### src/rtl/bcd_timekeeper.sv
// bcd_timekeeper: 24-hour BCD time of day advanced by a prescaled tick.
// Front-panel minute/hour adjust edges take priority over the seconds step.
module bcd_timekeeper #(
  parameter int TICKS_PER_SEC = 200,
  parameter int PW = 16
) (
  input  logic       clk,
  input  logic       rst,
  input  logic       tick_in,
  input  logic       run,
  input  logic       inc_min,
  input  logic       inc_hour,
  output logic [3:0] sec_ones,
  output logic [2:0] sec_tens,
  output logic [3:0] min_ones,
  output logic [2:0] min_tens,
  output logic [3:0] hr_ones,
  output logic [1:0] hr_tens,
  output logic       sec_pulse,
  output logic       carry_day
);

  logic          tick_d;
  logic          min_d;
  logic          hour_d;
  logic          tick_rise;
  logic          min_rise;
  logic          hour_rise;
  logic          adjust;
  logic          sec_en;
  logic [PW-1:0] presc;
  logic          presc_top;
  logic          min_wrap;
  logic          day_wrap;
  logic [3:0]    min_ones_n;
  logic [2:0]    min_tens_n;
  logic [3:0]    hr_ones_n;
  logic [1:0]    hr_tens_n;

  assign tick_rise = tick_in & ~tick_d;
  assign min_rise  = inc_min & ~min_d;
  assign hour_rise = inc_hour & ~hour_d;
  assign adjust    = min_rise | hour_rise;
  assign presc_top = presc == PW'(TICKS_PER_SEC - 1);
  assign sec_en    = run & tick_rise & presc_top;

  assign min_wrap = (min_ones == 4'd9) && (min_tens == 3'd5);
  assign day_wrap = (sec_ones == 4'd9) && (sec_tens == 3'd5) &&
                    min_wrap &&
                    (hr_tens == 2'd2) && (hr_ones == 4'd3);

  // Next minute/hour values are shared by the carry chain and the adjust path.
  always_comb begin
    min_ones_n = min_ones + 4'd1;
    min_tens_n = min_tens;
    if (min_ones == 4'd9) begin
      min_ones_n = 4'd0;
      min_tens_n = (min_tens == 3'd5) ? 3'd0 : min_tens + 3'd1;
    end
    hr_ones_n = hr_ones + 4'd1;
    hr_tens_n = hr_tens;
    if ((hr_tens == 2'd2) && (hr_ones == 4'd3)) begin
      hr_ones_n = 4'd0;
      hr_tens_n = 2'd0;
    end else if (hr_ones == 4'd9) begin
      hr_ones_n = 4'd0;
      hr_tens_n = hr_tens + 2'd1;
    end
  end

  always_ff @(posedge clk or posedge rst) begin
    if (rst) begin
      tick_d    <= 1'b0;
      min_d     <= 1'b0;
      hour_d    <= 1'b0;
      presc     <= '0;
      sec_pulse <= 1'b0;
      carry_day <= 1'b0;
      sec_ones  <= 4'd0;
      sec_tens  <= 3'd0;
      min_ones  <= 4'd0;
      min_tens  <= 3'd0;
      hr_ones   <= 4'd0;
      hr_tens   <= 2'd0;
    end else begin
      tick_d    <= tick_in;
      min_d     <= inc_min;
      hour_d    <= inc_hour;
      sec_pulse <= sec_en & ~adjust;
      carry_day <= sec_en & ~adjust & day_wrap;

      if (min_rise) begin
        presc <= '0;
      end else if (run & tick_rise) begin
        presc <= presc_top ? '0 : presc + PW'(1);
      end

      if (adjust) begin
        if (min_rise) begin
          sec_ones <= 4'd0;
          sec_tens <= 3'd0;
          min_ones <= min_ones_n;
          min_tens <= min_tens_n;
        end
        if (hour_rise) begin
          hr_ones <= hr_ones_n;
          hr_tens <= hr_tens_n;
        end
      end else if (sec_en) begin
        if (sec_ones != 4'd9) begin
          sec_ones <= sec_ones + 4'd1;
        end else begin
          sec_ones <= 4'd0;
          if (sec_tens != 3'd5) begin
            sec_tens <= sec_tens + 3'd1;
          end else begin
            sec_tens <= 3'd0;
            min_ones <= min_ones_n;
            min_tens <= min_tens_n;
            if (min_wrap) begin
              hr_ones <= hr_ones_n;
              hr_tens <= hr_tens_n;
            end
          end
        end
      end
    end
  end

endmodule

### config.mk
export PLATFORM = sky130hd
export DESIGN_NAME = bcd_timekeeper
export DESIGN_NICKNAME = d
export VERILOG_FILES = /design/src/rtl/bcd_timekeeper.sv
export SDC_FILE = /design/constraint.sdc
export NUM_CORES = 1
export LEC_CHECK = 0
export BUFFER_PORTS_ARGS = -buffer_cell sky130_fd_sc_hd__buf_2
export CAP_MARGIN = 40
export CORE_MARGIN = 1
export CORE_UTILIZATION = 55
export CTS_BUF_LIST = sky130_fd_sc_hd__clkbuf_8
export DETAILED_ROUTE_END_ITERATION = 7
export GPL_TIMING_DRIVEN = 1
export PLACE_DENSITY_LB_ADDON = 0.08
export SETUP_SLACK_MARGIN = 0.02
export SYNTH_ARGS = -nofsm -noshare
export SYNTH_HDL_FRONTEND = slang
export SYNTH_SLANG_ARGS = --single-unit
export TNS_END_PERCENT = 1
### constraint.sdc
create_clock -name clk -period 2.8 [get_ports clk]
set_input_delay 0.14 -clock clk [delete_from_list [all_inputs] [get_ports clk]]
set_output_delay 0.14 -clock clk [all_outputs]
set_load 0.05 [all_outputs]
==> impl_metrics.env <==
export IMPL_drive_gt1_frac=0.211
export IMPL_drtAntennaViolNets=0
export IMPL_syn_inst=227
export IMPL_die_area_sq_mm=0.00434
export IMPL_wirelength_mm=4.68
export IMPL_synth_ff_type="dfrtp_1"
export IMPL_area_growth_pct=16.5
export IMPL_worstPathCellList="inv_1 > ha_1 > nand3b_1 > or3_1 > nor4_4 > or2_2 > mux2_2"
export IMPL_ys_async_sr_fraction=1.00
export IMPL_clkTransAtPathRegs_ns=0.08
export IMPL_r2r_start="sec_ones[1]$_DFFE_PP0P_"
export IMPL_slowest_delay_ns=0.46
export IMPL_layout_common_cells="dfrtp_1, nor2_1, buf_2, nand2_1, xnor2_1"
export IMPL_crit_arrival_ns=2.53
export IMPL_rrSetupSlack_ns=0.46
export IMPL_crit_slowest_cell="or3_1"
export IMPL_reg2reg_depth=7
export IMPL_cp_top_family="simple AND/OR/NAND/NOR gates"
export IMPL_cts_buffer_depth=2
export IMPL_coreArea_sq_mm=0.00380
export IMPL_crit_buf_inv=1
export IMPL_cts_tree="built"
export IMPL_rr_endpoint="hr_ones[1]$_DFFE_PP0P_"
export IMPL_ys_warn_count=0
export IMPL_netlist_cell_type_count=47
export IMPL_grt_pass1_vias=1702
export IMPL_ios=28
export IMPL_crit_type="reg2reg"
export IMPL_grt_setup_unrepaired="false"
export IMPL_startpoint_type="flop"
export IMPL_io_buffers=27
export IMPL_synthMuxAreaShare=0.0429
export IMPL_drt_iter0_markers=93
export IMPL_crit_path_end_kind="flop"
export IMPL_grtUsageTotal=0.243
export IMPL_synth_edf_count=0
export IMPL_die_w_um=65.9
export IMPL_synth_fa_ha_area_frac=0.0167
export IMPL_drv_slew=0
export IMPL_fin_crit_ns=2.34
export IMPL_postSynthAreaPerCell_sq_um=9.88
export IMPL_ys_seq_area_frac=0.457
export IMPL_final_setup_tns_ns=0
export IMPL_vdd_drop_max_mv=0.815
export IMPL_hold_viol=0
export IMPL_hpwl_mm=3.25
export IMPL_grt_overflow=0
export IMPL_grt_max_degree=16
export IMPL_routedWlPerCell_um=14.9
export IMPL_vias=1797
export IMPL_nets=273
export IMPL_core_rowCount=22
export IMPL_die_y_um=65.9
export IMPL_required_ns=2.99
export IMPL_drc=0
export IMPL_synth_area_sq_mm=0.00224
export IMPL_crit_path_start="sec_ones[1]$_DFFE_PP0P_"
export IMPL_numCtsBuffers=5
export IMPL_p_leak_nw=1.16
export IMPL_gp_congestion=0.803
export IMPL_synth_compound_area_share=0.0976
export IMPL_slew_limit_headroom=0.479
export IMPL_ys_ff_latch=41
export IMPL_status="finished, final reports clean"
export IMPL_drv_cap=0
export IMPL_cts_sinks=41
export IMPL_grt_pass1_wl_mm=7.96
export IMPL_fin_worst_skew_ns=0.00473
export IMPL_cts_resized=0
export IMPL_antenna_found_initial=0
export IMPL_synth_top_family_by_area="simple AND/OR/NAND/NOR gates"
export IMPL_synth_simple_gate_area_share=0.304
export IMPL_final_common_cell="dfrtp_1"
export IMPL_start_util=0.591
export IMPL_setup_violations=0
export IMPL_htree_num_levels=2
export IMPL_fin_crit_sh=0.834
export IMPL_n_fill_cell=307
export IMPL_fmax_mhz=428
export IMPL_insertedDiodeCount=0
export IMPL_synthesis_nets=236
export IMPL_root_buffer="clkbuf_8"
export IMPL_pwr_density_cell_mw_per_mm2=726
export IMPL_path_max_fanout=6
export IMPL_clock_latency_ns=0.30
export IMPL_synthXorXnorAreaFrac=0.0547
export IMPL_crit_end="hr_ones[1]$_DFFE_PP0P_"
export IMPL_vias_per_cell=5.74
export IMPL_min_path_type="in2reg"
export IMPL_holdWs_ns=0.337
export IMPL_worst_slew_pin_slew_ns=0.781
export IMPL_dr_pass1_iters=4
export IMPL_path_depth=7
[Yosys cell counts (all sizes together) (2+ instances only)]
cell type	number	area share
clkbuf	5	0.0084
ha	3	0.017
nor4b	3	0.018
and4	3	0.013
or3	10	0.028
dfrtp	41	0.46
nand3b	5	0.017
or2	2	0.0056
nor3b	2	0.0067
nand4	6	0.023
o21ai	9	0.020
a21oi	12	0.027
nand2b	4	0.011
nor3	11	0.030
inv	10	0.017
nor2	28	0.047
mux2i	4	0.018
nor4	6	0.030
a31oi	2	0.0056
xnor2	13	0.051
o211ai	3	0.010
nor2b	5	0.014
nand3	6	0.013
and4b	2	0.0089
nand2	15	0.026
mux2	5	0.025
[metrics by stage]
| stage | worst slack, ns | power, mW | area [sq um] | std cells | util |
|---|---|---|---|---|---|
| 3_5_place_dp | 0.512 | 1.40 | 2450 | 301 | 0.646 |
| 2_1_floorplan | 0.344 | 1.26 | 2240 | 227 | - |
| 5_1_grt | 0.323 | 1.99 | 2610 | 313 | 0.688 |
| 6_report | 0.465 | 1.90 | 2610 | 313 | 0.688 |
| 3_3_place_gp | 0.594 | 1.39 | 2450 | 301 | 0.646 |
| 4_1_cts | 0.490 | 1.91 | 2610 | 313 | 0.688 |
[area by class of cell]
| type | instances | area (sq um) | share of cell area |
|---|---|---|---|
| Timing Repair Buffer | 36 | 213 | 0.0814 |
| Tap cell | 48 | 60.1 | 0.0230 |
| Multi-Input combinational cell | 170 | 1160 | 0.443 |
| Clock buffer | 6 | 82.6 | 0.0316 |
| Sequential cell | 41 | 1030 | 0.393 |
| Inverter | 10 | 37.5 | 0.0144 |
| Clock inverter | 2 | 37.5 | 0.0144 |
[sequential cells by signal (all words and copies together), names as in the netlist]
name	cells
hr_tens	2
sec_pulse	1
sec_ones	4
tick_d	1
carry_day	1
hour_d	1
sec_tens	3
min_tens	3
min_d	1
hr_ones	4
min_ones	4
presc	16
[where the power goes]
part           leakage (nW)  total (mW)  internal (mW)  switching [mW]
registers             0.539       0.784          0.669           0.115
logic                 0.565       0.607          0.191           0.416
clock network        0.0574       0.507          0.290           0.217
total                  1.16        1.90           1.15           0.748
[how the worst min path moves through the flow]
stage,startpoint,end,slack (ns),cells past startpoint
finish,run,sec_pulse$_DFF_PP0_,0.34,3
global placement,rst,presc[15]$_DFFE_PP0P_,0.21,2
CTS,run,sec_pulse$_DFF_PP0_,0.33,3
global route,run,sec_pulse$_DFF_PP0_,0.40,3
floorplan,inc_hour,hour_d$_DFF_PP0_,0.17,0
detailed placement,rst,presc[15]$_DFFE_PP0P_,0.22,2
[metal layers]
| layer | routed length, um | vias up | GRT usage |
|---|---|---|---|
| li1 | - | 892 | - |
| met1 | 2240 | 863 | 0.330 |
| met2 | 2230 | 35 | 0.385 |
| met3 | 149 | 7 | 0.0517 |
| met4 | 68 | 0 | 0.0815 |
| met5 | 0 | - | 0 |
[repair_timing]
item,in CTS,in global routing
hold endpoints to repair,16,0
setup buffers,0,0
hold buffers,4,0
endpoints found under the setup margin,0,0
[logic make-up (layout without fill, tap and decap cells)]
| group | count (synthesis) | in the layout |
|---|---|---|
| muxes | 9 | 9 |
| DFF | 41 | 41 |
| adders and majority gates | 3 | 3 |
| buffers and inverters | 16 | 54 |
| xor gates and xnor gates | 14 | 14 |
| AOI/OAI and AO/OA | 33 | 33 |
| and+or+nand+nor | 111 | 111 |
[worst reg2reg max path, cell delays in order (launching register included)]
cell,delay (ns)
dfrtp_1,0.44
inv_1,0.08
ha_1,0.17
nand3b_1,0.21
or3_1,0.46
nor4_4,0.35
or2_2,0.20
mux2_2,0.33
Power figures use the tool's default switching activity.
